### config.mk
export PLATFORM = sky130hd
export DESIGN_NAME = bit_run_counter_pipe
export DESIGN_NICKNAME = d
export VERILOG_FILES = /design/src/rtl/bit_run_counter_pipe.sv
export SDC_FILE = /design/constraint.sdc
export NUM_CORES = 1
export LEC_CHECK = 0
export ABC_AREA = 1
export CAP_MARGIN = 20
export CORE_MARGIN = 3
export CORE_UTILIZATION = 30
export DETAILED_ROUTE_END_ITERATION = 12
export GPL_TIMING_DRIVEN = 0
export PLACE_DENSITY = 0.49
export SYNTH_ARGS = -nofsm -noshare
export SYNTH_HDL_FRONTEND = slang
export SYNTH_SLANG_ARGS = --single-unit
### constraint.sdc
create_clock -name clk -period 12.25 [get_ports clk]
set_input_delay 2.45 -clock clk [delete_from_list [all_inputs] [get_ports clk]]
set_output_delay 2.45 -clock clk [all_outputs]
set_load 0.05 [all_outputs]
### src/rtl/bit_run_counter_pipe.sv
// Pipelined run counter: per word, counts maximal runs of the target bit
// of length >= MIN_RUN and reports the longest target-bit run.
//
// Ports:
//   clk, rst_n             clock (rising edge), async active-low reset
//   in_valid/in_ready      input handshake for in_data and in_polarity
//   in_data                word to scan, bit 0 first
//   in_polarity            1: runs of ones, 0: runs of zeros
//   out_valid/out_ready    output handshake
//   out_cnt                qualifying run count (saturating)
//   out_max_run            longest target-bit run (saturating)
module bit_run_counter_pipe #(
    parameter int DATA_W  = 32,
    parameter int SEG_W   = 8,
    parameter int MIN_RUN = 1,
    parameter int CNT_W   = 6,
    parameter int RUN_W   = 6
) (
    input  logic              clk,
    input  logic              rst_n,
    input  logic              in_valid,
    output logic              in_ready,
    input  logic [DATA_W-1:0] in_data,
    input  logic              in_polarity,
    output logic              out_valid,
    input  logic              out_ready,
    output logic [CNT_W-1:0]  out_cnt,
    output logic [RUN_W-1:0]  out_max_run
);

    localparam int STAGES = DATA_W / SEG_W;
    localparam logic [RUN_W-1:0] MIN_R = RUN_W'(MIN_RUN);

    typedef struct packed {
        logic [RUN_W-1:0] run;
        logic [CNT_W-1:0] cnt;
        logic [RUN_W-1:0] mx;
    } acc_t;

    function automatic logic [CNT_W-1:0] sat_cnt(
        input logic [CNT_W-1:0] c
    );
        sat_cnt = (&c) ? c : c + CNT_W'(1);
    endfunction

    function automatic acc_t scan_seg(
        input logic [SEG_W-1:0] seg,
        input logic             pol,
        input acc_t             a
    );
        acc_t r;
        r = a;
        for (int i = 0; i < SEG_W; i++) begin
            if (seg[i] == pol) begin
                if (!(&r.run)) r.run = r.run + RUN_W'(1);
                if (r.run > r.mx) r.mx = r.run;
            end else begin
                if (r.run >= MIN_R) r.cnt = sat_cnt(r.cnt);
                r.run = '0;
            end
        end
        return r;
    endfunction

    // Stage k holds the word with segment k in its low SEG_W bits,
    // plus the run state accumulated over segments 0..k-1.
    logic [STAGES-1:0] vld_q;
    logic [STAGES-1:0] pol_q;
    logic [DATA_W-1:0] dat_q [STAGES];
    acc_t              acc_q [STAGES];
    acc_t              nxt_d [STAGES];
    acc_t              fin_d;
    logic [STAGES-1:0] adv;
    logic              out_adv;

    logic              out_valid_q;
    logic [CNT_W-1:0]  cnt_q;
    logic [RUN_W-1:0]  max_q;

    // A stage may load when it and every later register cannot be blocked
    // by a stalled sink; computed as a running AND from the output back.
    always_comb begin
        logic stall;
        out_adv = ~(out_valid_q & ~out_ready);
        stall   = out_valid_q & ~out_ready;
        adv     = '0;
        for (int k = STAGES - 1; k >= 0; k--) begin
            stall  = stall & vld_q[k];
            adv[k] = ~stall;
        end
    end

    always_comb begin
        for (int k = 0; k < STAGES; k++) begin
            nxt_d[k] = scan_seg(dat_q[k][SEG_W-1:0], pol_q[k], acc_q[k]);
        end
        // A run still open at the last bit closes here.
        fin_d = nxt_d[STAGES-1];
        if (fin_d.run >= MIN_R) fin_d.cnt = sat_cnt(fin_d.cnt);
    end

    always_ff @(posedge clk or negedge rst_n) begin
        if (!rst_n) begin
            vld_q       <= '0;
            pol_q       <= '0;
            for (int k = 0; k < STAGES; k++) begin
                dat_q[k] <= '0;
                acc_q[k] <= '0;
            end
            out_valid_q <= 1'b0;
            cnt_q       <= '0;
            max_q       <= '0;
        end else begin
            if (adv[0]) vld_q[0] <= in_valid;
            if (adv[0] && in_valid) begin
                dat_q[0] <= in_data;
                pol_q[0] <= in_polarity;
                acc_q[0] <= '0;
            end
            for (int k = 1; k < STAGES; k++) begin
                if (adv[k]) vld_q[k] <= vld_q[k-1];
                if (adv[k] && vld_q[k-1]) begin
                    dat_q[k] <= dat_q[k-1] >> SEG_W;
                    pol_q[k] <= pol_q[k-1];
                    acc_q[k] <= nxt_d[k-1];
                end
            end
            if (out_adv) out_valid_q <= vld_q[STAGES-1];
            if (out_adv && vld_q[STAGES-1]) begin
                cnt_q <= fin_d.cnt;
                max_q <= fin_d.mx;
            end
        end
    end

    assign in_ready    = adv[0];
    assign out_valid   = out_valid_q;
    assign out_cnt     = cnt_q;
    assign out_max_run = max_q;

endmodule

==> results of run 1 <==
-- kinds of logic (layout without fill, tap and decap cells) --
kind of cell             after synthesis  count (layout)
adder cells (fa/ha/maj)              236             236
XOR/XNOR                             113             113
flip-flops                           155             155
AND/OR/NAND/NOR                     2228            2228
multiplexers                          28              28
AO/OA/AOI/OAI                        434             434
other                                  1               4
buffers and inverters                777             863
-- metrics by stage --
stage               hold slack [ns]  setup WS [ns]  instance area (sq um)
global placement              0.454          0.520                  26200
floorplan                     0.434           2.47                  24400
global route                  0.501        -0.0434                  27000
finish                        0.473           1.19                  27000
detailed placement            0.461          0.515                  26300
CTS                           0.477          0.451                  26900
-- timing repair --
item	CTS	global route
endpoints found under the setup margin	0	18
gates resized for setup	0	50
setup buffers	0	3
-- state kept, by name, indices dropped and copies added (netlist names) --
register	flops
vld_q	4
out_max_run	6
out_cnt	6
out_valid	1
dat_q	80
acc_q	54
pol_q	4
-- critical path: cells and delay by family, from the launching register on --
kind | cells | cell delay [ns]
AO/OA/AOI/OAI | 11 | 1.71
AND/OR/NAND/NOR | 43 | 4.48
adder cells (fa/ha/maj) | 9 | 2.68
buffers and inverters | 15 | 1.68
flip-flops | 1 | 0.42
-- cell usage in the layout, fill, tap and decap left out, types with 23 or more instances in the layout --
cell type,n
sky130_fd_sc_hd__a21oi_1,68
sky130_fd_sc_hd__o21ai_0,147
sky130_fd_sc_hd__xor2_1,53
sky130_fd_sc_hd__o21bai_1,26
sky130_fd_sc_hd__xnor2_1,41
sky130_fd_sc_hd__nand2_2,93
sky130_fd_sc_hd__nor2_2,59
sky130_fd_sc_hd__clkdlybuf4s50_1,49
sky130_fd_sc_hd__inv_1,599
sky130_fd_sc_hd__ha_1,236
sky130_fd_sc_hd__inv_2,114
sky130_fd_sc_hd__nand3_1,420
sky130_fd_sc_hd__nor2_1,331
sky130_fd_sc_hd__o21ai_1,76
sky130_fd_sc_hd__nand2_1,1058
sky130_fd_sc_hd__nor2_4,32
sky130_fd_sc_hd__dfrtp_1,152
sky130_fd_sc_hd__nand4_1,65
sky130_fd_sc_hd__nand3_2,33
sky130_fd_sc_hd__o21ai_2,23
sky130_fd_sc_hd__clkbuf_1,23
sky130_fd_sc_hd__mux2_2,27
-- cell type report --
type,count,area [sq um]
Buffer,52,313
Clock buffer,17,425
Clock inverter,15,203
Fill cell,8819,52800
Inverter,725,2730
Multi-Input combinational cell,3043,17600
Sequential cell,155,3880
Tap cell,1050,1310
Timing Repair Buffer,54,556
-- routing by layer --
metal | global-route usage [%] | routed length, um | vias up | part of all wire [%]
met3 | 1.32 | 1290 | 32 | 2.0
met5 | 0 | 0 | - | 0
met1 | 20.1 | 31700 | 10600 | 50
li1 | - | - | 12800 | -
met4 | 3.07 | 714 | 0 | 1.1
met2 | 26.6 | 29800 | 205 | 47
-- worst paths after layout --
| path | end | cells past startpoint | slack [ns] |
|---|---|---|---|
| setup reg to reg | out_max_run[2] | 78 | 1.19 |
| min in group asynchronous | out_cnt[2] | 1 | 1.89 |
| hold / removal | dat_q[71] | 2 | 0.47 |
| max in group asynchronous | acc_q[12] | 2 | 9.40 |
| setup / recovery | out_max_run[2] | 78 | 1.19 |
| hold reg to reg | dat_q[71] | 2 | 0.47 |
==> PnR_summary.wiki, run 1 <==
{| class="wikitable"
! Metric !! Value
|-
| Synthesized-area fraction occupied by and/or/nand/nor cells || 43.0%
|-
| Synth warn || 0
|-
| Setup CP Type || register to register
|-
| Crit share post-route || 90.3%
|-
| Diode count || 0
|-
| Total of hold buffers inserted after clock tree synthesis || 0
|-
| Post-synth design cell area || 24,400 sq um
|-
| Peak Freq || 90.4 MHz
|-
| Post-synthesis instance total || 3,972
|-
| Xor and xnor fraction of the mapped netlist area || 4.77%
|-
| Finish-stage setup viols || 0
|-
| Clock-pin slew on the worst setup and hold paths || 0.07 ns
|-
| Launching element type of the critical path || register
|-
| Layout Nets || 4,321
|-
| Critical path origin || acc_q[12]
|-
| Routability Congestion || 0.823
|-
| Worst reg2reg startpoint || acc_q[12]
|-
| Mux share of post-synthesis cell area || 1.29%
|-
| Tmin final || 11.06 ns
|-
| Initial antenna violation count || 1
|-
| First-pass GRT wire length || 109,000 um
|-
| Worst Setup End Kind || register
|-
| Compound-cell area share of the yosys netlist || 10.5%
|-
| Count of TritonRoute iterations in the first routing pass || 7
|-
| Final Non-Filler Cells || 5,111
|-
| Via count of the routed design || 23,600
|-
| Average footprint of a synthesized cell || 6.14 sq um
|-
| Boundary Pins || 51
|-
| Die area || 84,800 sq um
|-
| Result of the run || finished clean
|-
| Number of max-slew violations in the final report || 0
|-
| Cell Count Post-Placement || 5,076
|-
| Area of the placeable core || 79,800 sq um
|-
| Die extent in y || 291 um
|-
| Number of flops mapped to enable cells by yosys || 0
|-
| Synth area leader || sky130_fd_sc_hd__nand2_1
|-
| Normalized max-slew margin || 35.0%
|-
| Detailed router's first-iteration violation count || 949
|-
| Final antenna-violating net count || 0
|-
| Number of H-tree levels || 4
|-
| Largest net degree at the start of global routing || 110
|-
| Routed wire length || 63,500 um
|-
| FF+latch count, synth || 155
|-
| Top cell type's share of synthesized area || 16.3%
|-
| Detailed-route DRC error count || 0
|-
| Syn-to-layout area delta || 10.7%
|-
| Vias/cell || 4.63
|-
| Vias in the first global route || 22,900
|-
| Overall Global Routing Usage || 15.1%
|-
| Detailed Place HPWL || 53,600 um
|-
| CTS root buf || sky130_fd_sc_hd__clkbuf_16
|-
| Clock Sink Count || 155
|-
| Top cell by count, worst path || sky130_fd_sc_hd__nand2_1
|-
| Main combinational cell family by area after synthesis || simple AND/OR/NAND/NOR gates
|-
| Transition time at the pin with the least slew margin || 0.968 ns
|-
| Maximum Capacitance Violations || 0
|-
| Insertion delay of the later-clocked pin in the worst-skew pair || 0.47 ns
|-
| Slowest Stage Delay on Critical Path || 0.42 ns
|-
| Fraction of layout cells with a size suffix above 1 || 13.4%
|-
| Setup skew after layout || 0.0232 ns
|-
| Share of the core filled with cells || 33.8%
|-
| Starting density of the core || 30.6%
|-
| Required time of the worst setup path || 12.65 ns
|-
| Min-delay src || dat_q[111]
|-
| Post-route setup TNS || 0 ns
|-
| Register area share after synthesis || 15.9%
|-
| Number of distinct library cells after synthesis || 71
|-
| Main synth FF type || sky130_fd_sc_hd__dfrtp_1
|-
| Port Buf Inserts || 50
|-
| Arithmetic-cell share of the synthesized area counting full adders, half adders and majority gates || 12.1%
|-
| Maximum net fanout on the critical path || 10
|-
| Cell with the largest stage delay on the worst path || sky130_fd_sc_hd__dfrtp_2
|-
| Type of the tightest min-delay check || register to register
|-
| Top area cells in the synthesized netlist || sky130_fd_sc_hd__nand2_1, sky130_fd_sc_hd__dfrtp_1, sky130_fd_sc_hd__ha_1
|-
| Fraction of synthesis flops using an asynchronous set or reset pin || 100%
|-
| Total congestion overflow || 0
|-
| Deepest clock path buffer count || 2
|-
| Die W || 291 um
|-
| Clock buffers created by TritonCTS || 17
|-
| Most instantiated library cell after synthesis || sky130_fd_sc_hd__nand2_1
|-
| Count of final hold-check violations || 0
|-
| CP Data Arrival Time || 11.46 ns
|-
| CTS tree || done
|-
| Avg WL per Cell || 12.4 um
|-
| Synth cell count leaders || sky130_fd_sc_hd__nand2_1, sky130_fd_sc_hd__inv_1, sky130_fd_sc_hd__nand3_1
|-
| Number of rows created at floorplan || 103
|}
Power of run 1 is left out: the tool's default activity adds up to more than one toggle a clock period on the data nets, which glitch-free logic cannot reach.
==> inputs of run 2 (changes only) <==
--- a/config.mk
+++ b/config.mk
@@ -12,6 +12,7 @@
 export DETAILED_ROUTE_END_ITERATION = 12
 export GPL_TIMING_DRIVEN = 0
 export PLACE_DENSITY = 0.49
+export RECOVER_POWER = 50
 export SYNTH_ARGS = -nofsm -noshare
 export SYNTH_HDL_FRONTEND = slang
 export SYNTH_SLANG_ARGS = --single-unit
==> constraint.sdc (replaced) <==
create_clock -name clk -period 12.4 [get_ports clk]
set_input_delay 2.48 -clock clk [delete_from_list [all_inputs] [get_ports clk]]
set_output_delay 2.48 -clock clk [all_outputs]
set_load 0.05 [all_outputs]
==> run 2 against run 1 <==
Against the previous run: the run now ends with capacitance limit, slew limit left; register-to-register slack better by 0.02 ns; first-iteration DRC count rose by 1.9%; via count is 0.13% lower; core utilization down 0.11 points; worst hold slack barely moved; critical path depth stayed put; fmax is 1.1% lower; clock skew barely moved; sequential share of layout area about the same; die area unchanged; critical path type unchanged.
==> PnR_summary.wiki, run 2 (same netlist as run 1, synthesis figures left out) <==
{| class="wikitable"
! Metric !! Value
|-
| CP Data Arrival Time || 11.53 ns
|-
| Deepest clock path buffer count || 2
|-
| Boundary Pins || 51
|-
| Vias/cell || 4.62
|-
| Clock Sink Count || 155
|-
| Normalized max-slew margin || -291%
|-
| Result of the run || finished, violations left
|-
| Final Cell Area || 26,900 sq um
|-
| Cell family with most CP delay || simple AND/OR/NAND/NOR gates
|-
| Die W || 291 um
|-
| Count of final hold-check violations || 0
|-
| Overall Global Routing Usage || 15.1%
|-
| Area of the placeable core || 79,800 sq um
|-
| Most used cells in the layout excluding fill and tap cells || sky130_fd_sc_hd__nand2_1, sky130_fd_sc_hd__inv_1, sky130_fd_sc_hd__nand3_1
|-
| Number of rows created at floorplan || 103
|-
| Setup CP Type || register to register
|-
| Total of hold buffers inserted after clock tree synthesis || 0
|-
| Top cell by count, worst path || sky130_fd_sc_hd__nand2_1
|-
| Worst Setup End Kind || register
|-
| Initial antenna violation count || 1
|-
| Final antenna-violating net count || 0
|-
| Number of max-slew violations in the final report || 158
|-
| Total congestion overflow || 0
|-
| Cell with the largest stage delay on the worst path || sky130_fd_sc_hd__dfrtp_1
|-
| Detailed Place HPWL || 53,600 um
|-
| Die extent in y || 291 um
|-
| Number of H-tree levels || 4
|-
| Commonest non-fill, non-tap cell in the layout || sky130_fd_sc_hd__nand2_1
|-
| Detailed-route DRC error count || 0
|-
| Starting density of the core || 30.6%
|-
| Routability Congestion || 0.823
|-
| Count of TritonRoute iterations in the first routing pass || 7
|-
| Detailed router's first-iteration violation count || 967
|-
| Routed wire length || 63,500 um
|-
| Port Buf Inserts || 50
|-
| Fraction of layout cells with a size suffix above 1 || 13.1%
|-
| Depth of the critical timing path with buffers and inverters included || 78
|-
| Diode count || 0
|-
| CTS tree || done
|-
| Vias in the first global route || 22,900
|-
| Maximum Capacitance Violations || 2
|-
| Type of the tightest min-delay check || register to register
|-
| Finish-stage setup viols || 0
|-
| Insertion delay of the later-clocked pin in the worst-skew pair || 0.47 ns
|-
| Setup skew after layout || 0.0230 ns
|-
| First-pass GRT wire length || 109,000 um
|-
| Depth of the worst register-to-register path || 78
|-
| Tmin final || 11.19 ns
|-
| CTS root buf || sky130_fd_sc_hd__clkbuf_16
|-
| Violated checks || capacitance limit, slew limit
|-
| Via count of the routed design || 23,600
|-
| CP bufs+invs || 16
|-
| Registers with the most flip-flops || dat_q (80), acc_q (54)
|-
| Clock-pin slew on the worst setup and hold paths || 0.07 ns
|-
| Placed Instance Area || 26,300 sq um
|-
| Maximum net fanout on the critical path || 10
|-
| Post-route setup slack || 1.21 ns
|-
| Largest net degree at the start of global routing || 110
|-
| Register containing the most flip-flops in the final layout || dat_q
|-
| Avg WL per Cell || 12.4 um
|-
| Crit share post-route || 90.2%
|-
| Slowest Stage Delay on Critical Path || 0.45 ns
|-
| Die area || 84,800 sq um
|-
| Layout Nets || 4,319
|-
| Worst reg-to-reg setup slack || 1.21 ns
|-
| Required time of the worst setup path || 12.74 ns
|-
| Syn-to-layout area delta || 10.3%
|-
| Transition time at the pin with the least slew margin || 5.86 ns
|-
| Post-placement setup slack || 0.665 ns
|-
| Clock buffers created by TritonCTS || 17
|-
| Launching element type of the critical path || register
|-
| Peak Freq || 89.4 MHz
|-
| Number of flip-flops in the largest register || 80
|-
| Worst Hold Path Cells || 2
|}
==> run 2: cell count changes in the layout (fill, tap and decap cells not counted), sizes merged <==
cell	delta
buf	-4
clkbuf	+2
clkdlybuf4s50	-1
dlygate4sd3	+1
==> run 2: routing by layer <==
metal / track usage [%] / up-vias / part of all wire [%]
li1: - / 12800 / -
met1: 20.1 / 10600 / 50
met2: 26.6 / 196 / 47
met3: 1.32 / 30 / 2.0
met4: 3.07 / 0 / 1.1
met5: 0 / - / 0
==> run 2: worst reg2reg max path, delay by kind of cell, from the launching register on <==
family	cells	cell delay, ns
AO/OA/AOI/OAI	11	1.99
adder cells (fa/ha/maj)	9	2.53
buffers and inverters	16	1.64
flip-flops	1	0.45
AND/OR/NAND/NOR	42	4.49
==> run 2: final cells by class <==
cell class / instances / area [sq um]
multi-input combinational: 3043 / 17500
clock inverter: 15 / 203
timing repair buffer: 52 / 505
fill: 8834 / 52900
inverter: 725 / 2730
clock buffer: 17 / 425
sequential: 155 / 3880
tap: 1050 / 1310
buffer: 52 / 313
==> run 2: final timing paths <==
| kind | startpoint | endpoint |
|---|---|---|
| worst max-delay path | acc_q[31] | acc_q[2] |
| worst min-delay path | dat_q[111] | dat_q[71] |
| worst max register to register | acc_q[31] | acc_q[2] |
| worst min register to register | dat_q[111] | dat_q[71] |
| max in group asynchronous | rst_n | acc_q[12] |
| min in group asynchronous | rst_n | out_cnt[2] |
==> run 2: repair_timing <==
item,CTS,global route
setup buffers,0,1
gates resized for setup,0,39
endpoints found under the hold margin,0,0
setup endpoints to repair,0,18
==> run 2: stage by stage <==
| step | hold slack [ns] | utilization [%] | std cells | TNS, ns |
|---|---|---|---|---|
| 2_1_floorplan | 0.434 | - | 3975 | 0 |
| 3_3_place_gp | 0.454 | 32.9 | 5075 | 0 |
| 3_5_place_dp | 0.461 | 32.9 | 5076 | 0 |
| 4_1_cts | 0.477 | 33.7 | 5108 | 0 |
| 5_1_grt | 0.501 | 33.7 | 5109 | -0.0293 |
| 6_report | 0.473 | 33.7 | 5109 | 0 |
Power of run 2 is left out for the same reason.
==> inputs of run 3 (changes only) <==
==> constraint.sdc (replaced) <==
create_clock -name clk -period 11.4 [get_ports clk]
set_input_delay 2.28 -clock clk [delete_from_list [all_inputs] [get_ports clk]]
set_output_delay 2.28 -clock clk [all_outputs]
set_load 0.05 [all_outputs]
==> run 3 against run 2 <==
Against the previous run: the run still ends with capacitance limit, slew limit left; cell area grew 3.4%; core utilization up 1.1 points; count of clock-buffer cells in the layout stayed put; die area unchanged; largest cell class unchanged; setup slack worse by 0.27 ns; sequential share of layout area is 0.47 points lower; critical path depth up 3; non-clock buffer count increased by 57; worst hold slack is essentially flat; fmax increased by 7.0%; global-route usage barely moved.
==> PnR_summary.wiki, run 3 (same netlist as run 1, synthesis figures left out) <==
{| class="wikitable"
! Metric !! Value
|-
| Commonest non-fill, non-tap cell in the layout || sky130_fd_sc_hd__nand2_1
|-
| Result of the run || finished, violations left
|-
| Count of final hold-check violations || 0
|-
| Routability Congestion || 0.823
|-
| Registers with the most flip-flops || dat_q (80), acc_q (54)
|-
| Worst Setup End Kind || register
|-
| Insertion delay of the later-clocked pin in the worst-skew pair || 0.47 ns
|-
| Starting density of the core || 30.6%
|-
| Final antenna-violating net count || 0
|-
| Syn-to-layout area delta || 14.1%
|-
| Slowest Stage Delay on Critical Path || 0.45 ns
|-
| Clock Sink Count || 155
|-
| Die area || 84,800 sq um
|-
| Cell Count Post-Placement || 5,076
|-
| Largest net degree at the start of global routing || 110
|-
| Clock-pin slew on the worst setup and hold paths || 0.07 ns
|-
| Port Buf Inserts || 50
|-
| Register containing the most flip-flops in the final layout || dat_q
|-
| Deepest clock path buffer count || 2
|-
| Maximum net fanout on the critical path || 10
|-
| Final Non-Filler Cells || 5,167
|-
| Number of max-slew violations in the final report || 47
|-
| Avg WL per Cell || 12.5 um
|-
| Endpoint of the most critical register-to-register path || out_max_run[2]
|-
| Final Cell Area || 27,800 sq um
|-
| Transition time at the pin with the least slew margin || 2.96 ns
|-
| Critical path origin || acc_q[12]
|-
| Boundary Pins || 51
|-
| Maximum Capacitance Violations || 1
|-
| Number of H-tree levels || 4
|-
| Tmin final || 10.46 ns
|-
| Launching element type of the critical path || register
|-
| CTS root buf || sky130_fd_sc_hd__clkbuf_16
|-
| Finish-stage setup viols || 0
|-
| Clock buffers created by TritonCTS || 17
|-
| Fraction of layout cells with a size suffix above 1 || 16.2%
|-
| Cell with the largest stage delay on the worst path || sky130_fd_sc_hd__dfrtp_2
|-
| Overall Global Routing Usage || 15.1%
|-
| Total congestion overflow || 0
|-
| Worst setup path end || out_max_run[2]
|-
| Diode count || 0
|-
| Post-route setup TNS || 0 ns
|-
| Initial antenna violation count || 1
|-
| Detailed Place HPWL || 53,600 um
|-
| Crit share post-route || 91.7%
|-
| Vias in the first global route || 22,900
|-
| First-pass GRT wire length || 109,000 um
|-
| Count of TritonRoute iterations in the first routing pass || 8
|-
| Share of the core filled with cells || 34.9%
|-
| Die W || 291 um
|-
| Detailed router's first-iteration violation count || 908
|-
| Required time of the worst setup path || 11.80 ns
|-
| CP Data Arrival Time || 10.86 ns
|-
| Type of the tightest min-delay check || register to register
|-
| Placed Instance Area || 26,300 sq um
|-
| Vias/cell || 4.65
|-
| Setup skew after layout || 0.0231 ns
|-
| Number of flip-flops in the largest register || 80
|-
| Depth of the worst register-to-register path || 81
|-
| Setup CP Type || register to register
|-
| Layout Nets || 4,377
|-
| Area of the placeable core || 79,800 sq um
|-
| Die extent in y || 291 um
|-
| Violated checks || capacitance limit, slew limit
|-
| Via count of the routed design || 24,000
|-
| Worst reg-to-reg setup slack || 0.94 ns
|-
| Worst reg2reg startpoint || acc_q[12]
|-
| Normalized max-slew margin || -97.1%
|-
| Top cell by count, worst path || sky130_fd_sc_hd__nand2_1
|-
| Most used cells in the layout excluding fill and tap cells || sky130_fd_sc_hd__nand2_1, sky130_fd_sc_hd__inv_1, sky130_fd_sc_hd__nand3_1
|-
| Detailed-route DRC error count || 0
|-
| CTS tree || done
|-
| Min-delay src || dat_q[111]
|-
| Peak Freq || 95.6 MHz
|-
| Routed wire length || 64,500 um
|-
| Number of rows created at floorplan || 103
|}
==> run 3: changes by cell type in the layout (fill, tap and decap cells not counted), sizes merged <==
cell,before,now
nand2,1172,1173
buf,30,87
==> run 3: area by class of cell <==
| cell class | count | area [sq um] |
|---|---|---|
| clock buffer | 17 | 425 |
| tap | 1050 | 1310 |
| clock inverter | 15 | 203 |
| fill | 8760 | 51900 |
| multi-input combinational | 3044 | 18000 |
| buffer | 50 | 312 |
| inverter | 725 | 2730 |
| sequential | 155 | 3880 |
| timing repair buffer | 111 | 980 |
==> run 3: per-layer routing <==
layer  vias to the layer above  track usage (%)  share of wire (%)
met5                         -                0                  0
met4                         0             3.07                1.1
met3                        31             1.32                2.2
met2                       202             26.6                 47
met1                     10900             20.1                 49
li1                      12900                -                  -
==> run 3: worst min path at each step <==
stage	to	slack [ns]	cells after the start
floorplan	out_valid	0.43	2
global placement	dat_q[71]	0.45	2
detailed placement	dat_q[71]	0.46	2
CTS	dat_q[71]	0.48	2
global route	dat_q[71]	0.50	2
finish	dat_q[71]	0.47	2
==> run 3: worst max-delay path, delay by kind of cell, from the launching register on <==
family	cells	cell delay, ns
buf+inv	13	1.39
fa+ha+maj	9	2.53
flops	1	0.45
compound gates	11	1.27
simple gates	48	4.75
==> run 3: through the flow <==
step	setup slack [ns]	hold WS [ns]
after detailed placement	-0.335	0.461
after global placement	-0.330	0.454
after CTS	0.0144	0.477
after global routing	-0.0657	0.501
after floorplan	1.62	0.434
final	0.941	0.473
==> run 3: repair_timing <==
item                                   4_1_cts  5_1_grt
endpoints found under the hold margin        0        0
cloned                                       0        1
hold buffers                                 0        0
pin swaps                                    0       46
setup buffers                                0       60
resized for setup                           19      160
setup endpoints to repair                   17       32
Power of run 3 is left out for the same reason.
